`src/rtl/serial_bit_source.sv`:
```
`default_nettype none
// ============================================================================
// Module      : serial_bit_source
// Description : Parallel-to-serial source with valid/ready input and a
//               one-word pending buffer for gap-free streaming.
// Revision    : 1.0 - initial release
// ============================================================================
module serial_bit_source #(
    parameter int   WIDTH      = 8,
    parameter bit   MSB_FIRST  = 1'b1,
    parameter logic IDLE_LEVEL = 1'b0
) (
    input  logic             clk,
    input  logic             rst_n,
    input  logic             flush,
    input  logic             din_valid,
    input  logic [WIDTH-1:0] din,
    output logic             din_ready,
    output logic             sout,
    output logic             sout_valid,
    output logic             word_done,
    output logic             busy
);

    localparam int                 c_CNT_W = $clog2(WIDTH);
    localparam logic [c_CNT_W-1:0] c_LAST  = c_CNT_W'(WIDTH - 1);

    typedef enum logic [0:0] {
        S_IDLE  = 1'b0,
        S_SHIFT = 1'b1
    } state_t;

    state_t             r_state, w_state;
    logic [WIDTH-1:0]   r_sr, w_sr;
    logic [WIDTH-1:0]   r_pb, w_pb;
    logic [c_CNT_W-1:0] r_cnt, w_cnt, w_cnt_inc;
    logic               r_pb_full, w_pb_full;
    logic               r_sout, w_sout;
    logic               r_sout_valid, w_sout_valid;
    logic               r_word_done, w_word_done;
    logic               w_accept;
    logic               w_load;
    logic [WIDTH-1:0]   w_load_word;

    // The shift register always holds the not-yet-emitted bits with the next
    // one at the output end, so a load consumes the first bit immediately.
    function automatic logic first_bit(input logic [WIDTH-1:0] w);
        return MSB_FIRST ? w[WIDTH-1] : w[0];
    endfunction

    function automatic logic [WIDTH-1:0] advance(input logic [WIDTH-1:0] w);
        return MSB_FIRST ? {w[WIDTH-2:0], 1'b0} : {1'b0, w[WIDTH-1:1]};
    endfunction

    assign din_ready  = !r_pb_full && !flush;
    assign w_accept   = din_valid && din_ready;
    assign w_cnt_inc  = r_cnt + 1'b1;
    assign sout       = r_sout;
    assign sout_valid = r_sout_valid;
    assign word_done  = r_word_done;
    assign busy       = (r_state == S_SHIFT) || r_pb_full;

    always_comb begin
        w_state      = r_state;
        w_sr         = r_sr;
        w_pb         = r_pb;
        w_cnt        = r_cnt;
        w_pb_full    = r_pb_full;
        w_sout       = r_sout;
        w_sout_valid = r_sout_valid;
        w_word_done  = r_word_done;
        w_load       = 1'b0;
        w_load_word  = din;

        case (r_state)
            S_IDLE: begin
                if (w_accept) begin
                    w_load = 1'b1;
                end
            end
            S_SHIFT: begin
                if (r_cnt != c_LAST) begin
                    w_sout      = first_bit(r_sr);
                    w_sr        = advance(r_sr);
                    w_cnt       = w_cnt_inc;
                    w_word_done = (w_cnt_inc == c_LAST);
                    if (w_accept) begin
                        w_pb      = din;
                        w_pb_full = 1'b1;
                    end
                end else begin
                    w_word_done = 1'b0;
                    if (r_pb_full) begin
                        w_load      = 1'b1;
                        w_load_word = r_pb;
                        w_pb_full   = 1'b0;
                    end else if (w_accept) begin
                        w_load = 1'b1;
                    end else begin
                        w_state      = S_IDLE;
                        w_sout       = IDLE_LEVEL;
                        w_sout_valid = 1'b0;
                    end
                end
            end
            default: begin
                w_state = S_IDLE;
            end
        endcase

        if (w_load) begin
            w_sr         = advance(w_load_word);
            w_sout       = first_bit(w_load_word);
            w_sout_valid = 1'b1;
            w_cnt        = '0;
            w_state      = S_SHIFT;
            w_word_done  = 1'b0;
        end
    end

    // Flush aborts exactly like reset, discarding in-flight and pending words.
    always_ff @(posedge clk) begin
        if (!rst_n || flush) begin
            r_state      <= S_IDLE;
            r_sr         <= '0;
            r_pb         <= '0;
            r_cnt        <= '0;
            r_pb_full    <= 1'b0;
            r_sout       <= IDLE_LEVEL;
            r_sout_valid <= 1'b0;
            r_word_done  <= 1'b0;
        end else begin
            r_state      <= w_state;
            r_sr         <= w_sr;
            r_pb         <= w_pb;
            r_cnt        <= w_cnt;
            r_pb_full    <= w_pb_full;
            r_sout       <= w_sout;
            r_sout_valid <= w_sout_valid;
            r_word_done  <= w_word_done;
        end
    end

endmodule
`default_nettype wire

```
`config.mk`:
```
export PLATFORM = sky130hd
export DESIGN_NAME = serial_bit_source
export DESIGN_NICKNAME = d
export VERILOG_FILES = /design/src/rtl/serial_bit_source.sv
export SDC_FILE = /design/constraint.sdc
export NUM_CORES = 1
export LEC_CHECK = 0
export BUFFER_PORTS_ARGS = -buffer_cell sky130_fd_sc_hd__buf_4
export CELL_PAD_IN_SITES_DETAIL_PLACEMENT = 1
export CELL_PAD_IN_SITES_GLOBAL_PLACEMENT = 1
export CORE_MARGIN = 4
export CORE_UTILIZATION = 37
export CTS_CLUSTER_DIAMETER = 100
export DETAILED_ROUTE_END_ITERATION = 10
export PLACE_DENSITY = 0.79
export SYNTH_ARGS = -nofsm -noshare
export SYNTH_HDL_FRONTEND = slang
export SYNTH_SLANG_ARGS = --single-unit
```
`constraint.sdc`:
```
create_clock -name clk -period 2 [get_ports clk]
set_clock_uncertainty 0.2 [all_clocks]
set_input_delay 0.1 -clock clk [delete_from_list [all_inputs] [get_ports clk]]
set_output_delay 0.1 -clock clk [all_outputs]
set_load 0.05 [all_outputs]
```
==> flow_summary.yaml, run 1 <==
status:
  outcome: "complete, no violations"
setup_path:
  cp-startpoint: "r_cnt[1]$_SDFFE_PP0P_"
  crit_buf_inv: 1
  slowest_delay_ns: 0.39
  r2r-start: "r_cnt[1]$_SDFFE_PP0P_"
  crit_chain: "ha_1, ha_2, buf_4, nand2b_1, a21oi_1, nor2_2, a32o_1"
  arrival_ns: 1.92
  critPathKind: "register to register"
  crit_family: "compound AO/OA/AOI/OAI gates"
  start_kind: "register"
  end_kind: "register"
  critPathRequiredTime_ns: 2.02
  cp_max_fo: 7
  crit_path_top_delay_cell: "dfxtp_1"
floorplanning:
  die_area_sq_um: 3990
  initial_core_util: 0.398
  io_pins: 17
  die_y_microns: 63.1
  core_area_sq_um: 2830
  rows: 19
  die_w_microns: 63.1
flow_run:
  cap_violations: 0
drt:
  via_per_inst: 5.62
  drtPass1Iterations: 4
  wl_microns: 3180
  wire_per_inst_microns: 16.1
  dr.first_iter.drc_count: 35
  vias: 1107
  remaining_drc_errors: 0
  ant_nets: 0
placed_design:
  port_buffers: 16
  post-place-cells: 183
  hpwl_microns: 2180
  gp_congestion: 0.758
layout:
  seq_area_sq_um: 460
  antenna_cells: 0
  fillers: 332
  final_util: 0.520
  drive_gt1_frac: 0.247
  finalNetCount: 182
  multiInputGateArea_sq_um: 654
  syn_to_final_growth_pct: 30.7
  fin_cells: 197
  layout_common_cells: "26 x buf_4, 25 x nand2_1, 23 x dfxtp_1"
  final_common_cell: "buf_4"
clock_network:
  clock_path_buffers: 2
  tritoncts: "yes"
  h-tree-depth: 1
  cts_buffers: 3
  clkLatencyLatePin_ns: 0.32
  clk_pin_slew_ns: 0.13
  cts-root-buf: "clkbuf_4"
  numClockSinks: 23
pwr:
  cellLeakagePower_uw: 0.000569
  power_density_nw_per_um2: 576
  ir_drop_uv: 254
yosys:
  synth_cells: 133
  syn_area_per_cell_sq_um: 8.46
  yosys.area.top_type: "dfxtp_1"
  synth.distinct_cells: 32
  yosys_warnings: 0
  syn_nets: 148
  ys_ff_latch: 23
  yosys-top-cells-area: "dfxtp_1 41%, nand2_1 8.3%, nand3_1 6.2%, a21oi_1 5.8%, a32o_1 5.3%"
  yosysTopAreaCellShare: 0.409
  ys_seq_area_frac: 0.409
  syn_area_sq_um: 1120
min_path:
  min_path_type: "input pin to register"
  hp-start: "flush"
global_routing:
  track_usage: 0.163
  antenna_found_initial: 0
  overflow: 0
  grt_max_degree: 15
  grt_pass1_vias: 1078
  grt_pass1_wl_microns: 5270
timing:
  maxSlewViolCount: 0
  rsz0062_at_grt: "yes"
  fmax_mhz: 528
  fin_crit_sh: 0.948
  slew-limit-headroom: 0.674
  setup_viol: 0
  finalCriticalPeriod_ns: 1.90
  worstMarginPinSlew_ns: 0.488
  hold_viol_final: 0
[state kept, by name, indices dropped and copies added, names as in the netlist]
| signal | cells |
|---|---|
| r_pb | 8 |
| sout_valid | 1 |
| r_sr | 7 |
| r_pb_full | 1 |
| word_done | 1 |
| r_cnt | 3 |
| r_state | 1 |
| sout | 1 |
[cell usage after synthesis (all sizes together)]
library cell  count
nor2              6
o211a             1
o22ai             2
a211oi            4
or4b              1
nand2            25
nand3            15
a21oi            13
clkbuf            2
nand4b            1
mux2              1
nor3              1
inv               1
nor2b             3
nor3b             1
dfxtp            23
and3              2
o41ai             1
o211ai            1
buf               5
a22oi             1
or2               7
xnor2             1
ha                3
a32o              6
nand2b            6
[worst register-to-register path: cells and delay by family, from the launching register on]
family / cells / cell delay (ns)
compound gates: 2 / 0.47
fa+ha+maj: 2 / 0.41
buf+inv: 1 / 0.14
simple gates: 2 / 0.20
flops: 1 / 0.39
[metrics by stage]
step / instance area, sq um / setup TNS [ns] / setup slack, ns / total power [uW] / hold slack, ns
finish: 1470 / 0 / 0.104 / 847 / 0.0381
global route: 1470 / -0.0176 / -0.0132 / 891 / 0.0647
CTS: 1450 / 0 / 0.0479 / 849 / 0.00485
detailed placement: 1320 / -0.0578 / -0.0171 / 612 / 0.181
global placement: 1320 / 0 / 0.0650 / 606 / 0.173
floorplan: 1120 / 0 / 0.000784 / 561 / 0.0475
[logic make-up after synthesis]
group           Yosys count  share of synthesized area
compound gates           29                      0.190
mux                       1                     0.0100
xor+xnor                  1                    0.00779
buf+inv                   8                     0.0378
flops                    23                      0.409
simple gates             68                      0.311
fa+ha+maj                 3                     0.0334
[per-layer routing]
layer,up-vias,GRT usage,wire (microns)
met3,5,0.0320,101
met2,20,0.279,1560
met1,542,0.208,1490
met5,-,0,0
met4,0,0.0413,34
li1,540,-,-
[power by group]
| group | leakage, uW | switching (uW) | internal [uW] | total, uW |
|---|---|---|---|---|
| registers | 0.000186 | 8.50 | 467 | 475 |
| logic | 0.000365 | 78.2 | 71.1 | 149 |
| clock network | 0.0000177 | 147 | 74.8 | 222 |
[cell type report]
class,instances,share of cell area
clock buffers,3,0.0153
multi-input cells,103,0.445
repair buffers,35,0.194
inverters,1,0.00255
flip-flops and latches,23,0.313
well taps,31,0.0264
clock inverters,1,0.00340
[path summary, 6_finish.rpt]
kind,cells after the start,slack (ns),end
setup reg to reg,7,0.10,r_sr[6]$_SDFFE_PP0P_
hold / removal,4,0.04,sout$_SDFFE_PP0P_
hold reg to reg,2,0.27,r_pb[3]$_SDFFE_PP0P_
setup / recovery,7,0.10,r_sr[6]$_SDFFE_PP0P_
[repair_timing]
item                       4_1_cts  5_1_grt
hold endpoints to repair        16        0
gates resized for setup          2        2
hold buffers                     9        0
cloned                           0        1
buffers inserted                 0        0
setup endpoints to repair        6        7
(Power assumes the default switching activity.)
==> run 2: changes to the inputs <==
==> constraint.sdc (replaced) <==
create_clock -name clk -period 2 [get_ports clk]
set_clock_uncertainty 0.2 [all_clocks]
set_input_delay 0.4 -clock clk [delete_from_list [all_inputs] [get_ports clk]]
set_output_delay 0.4 -clock clk [all_outputs]
set_load 0.05 [all_outputs]
==> run 2 against run 1 <==
Largest power group unchanged. Non-clock buffer count decreased by 7. Sequential share of layout area increased by 2.4 points. Worst hold slack gained 0.10 ns. Largest cell class unchanged. Routed wire length fell by 11%.
==> flow_summary.yaml, run 2 (synthesis gave the netlist of run 1 again) <==
global_routing:
  use_met3: 0.0302
  grt_pass1_vias: 1060
  overflow: 0
  grt-busiest-layer: "met2"
  globalRouteMet1Util: 0.198
  track_usage: 0.147
  grt_pass1_wl_microns: 4780
  antenna_found_initial: 0
  grt_max_degree: 15
  use_met2: 0.236
layout:
  antenna_cells: 0
  fillers: 353
  largest_reg_flops: 8
  syn_to_final_growth_pct: 22.4
  finalNetCount: 174
  final_common_cell: "buf_4"
  layout_common_cells: "28 x buf_4, 25 x nand2_1, 22 x dfxtp_1"
  top_register: "r_pb"
  top_regs: "r_pb x8, r_sr x7, r_cnt x3"
  drive_gt1_frac: 0.272
setup_path:
  r2r-start: "r_cnt[0]$_SDFFE_PP0P_"
  cp-startpoint: "r_state$_SDFF_PP0_"
  end_kind: "output pin"
  arrival_ns: 1.34
  critPathKind: "register to output pin"
  start_kind: "register"
  critPathRequiredTime_ns: 1.40
  cp_max_fo: 10
  ff2ff_path_depth: 6
timing:
  fin_crit_sh: 0.969
  worst_slack_ns: 0.0630
  worstMarginPinSlew_ns: 0.383
  hold_viol_final: 0
  maxSlewViolCount: 0
  setup_tns_ns: 0
  setup_viol: 0
  finalCriticalPeriod_ns: 1.94
  fmax_mhz: 516
  slew-limit-headroom: 0.743
floorplanning:
  die_area_sq_um: 3990
  initial_core_util: 0.398
  rows: 19
  io_pins: 17
  core_area_sq_um: 2830
  die_w_microns: 63.1
  die_y_microns: 63.1
placed_design:
  post-place-ws_ns: 0.00889
  gp_congestion: 0.750
  hpwl_microns: 2110
  port_buffers: 16
drt:
  via_per_inst: 5.52
  vias: 1044
  dr.first_iter.drc_count: 65
  ant_nets: 0
  wl_microns: 2840
  wire_per_inst_microns: 15.0
  drtPass1Iterations: 4
  remaining_drc_errors: 0
clock_network:
  h-tree-depth: 1
  clkLatencyLatePin_ns: 0.31
  postCtsHoldBufs: 0
  cts-root-buf: "clkbuf_4"
  clock_path_buffers: 2
  cts_buffers: 3
  numClockSinks: 23
  clk_pin_slew_ns: 0.13
  tritoncts: "yes"
min_path:
  min_path_type: "input pin to register"
  whs_path_depth: 3
  hp-start: "din[4]"
pwr:
  cellLeakagePower_uw: 0.000536
  power_density_nw_per_um2: 600
  ir_drop_uv: 326
flow_run:
  cap_violations: 0
status:
  outcome: "complete, no violations"
-- run 2: cell count changes in the layout (fill, tap and decap cells not counted), sizes merged --
cell         delta
o211a           -1
buf             +2
dlygate4sd3     -9
-- run 2: path summary, 6_finish.rpt --
path                          endpoint  slack, ns
setup / recovery                  busy       0.06
hold / removal    r_pb[4]$_SDFFE_PP0P_       0.14
setup reg to reg  r_sr[2]$_SDFFE_PP0P_       0.08
hold reg to reg   r_pb[7]$_SDFFE_PP0P_       0.27
-- run 2: through the flow --
step                      total power, uW  cell area, sq um   util  std cells  hold WS [ns]
final                                 825              1380  0.487        189         0.138
after detailed placement              610              1320  0.467        183         0.251
after CTS                             833              1360  0.479        187         0.129
after global routing                  873              1380  0.487        189         0.128
after global placement                606              1320  0.467        183         0.242
after floorplan                       561              1120      -        133         0.234
-- run 2: final cells by class --
| type | instances | area (sq um) | area share |
|---|---|---|---|
| clock buffer | 3 | 22.5 | 0.0164 |
| multi-input combinational | 102 | 632 | 0.459 |
| sequential | 23 | 464 | 0.337 |
| inverter | 1 | 3.75 | 0.00273 |
| tap | 31 | 38.8 | 0.0282 |
| clock inverter | 1 | 5.00 | 0.00364 |
| timing repair buffer | 28 | 210 | 0.153 |
-- run 2: worst max-delay path, cell delays in order (launching register included) --
cell     delay [ns]
dfxtp_4        0.37
buf_4          0.16
or2_2          0.29
buf_4          0.19
-- run 2: power by group --
part,leakage [uW],switching [uW],internal [uW]
logic,0.000332,73.9,58.7
registers,0.000187,6.01,466
clock network,0.0000177,146,74.9
-- run 2: layer usage --
metal	vias up	wire [microns]
met5	-	0
met1	501	1340
met4	0	22
met2	19	1360
met3	2	116
li1	522	-
-- run 2: timing repair --
action                                  4_1_cts  5_1_grt
resized for setup                             2        2
endpoints found under the setup margin        4        8
buffers inserted                              0        2
hold endpoints to repair                      0        0
pin swaps                                     0        0
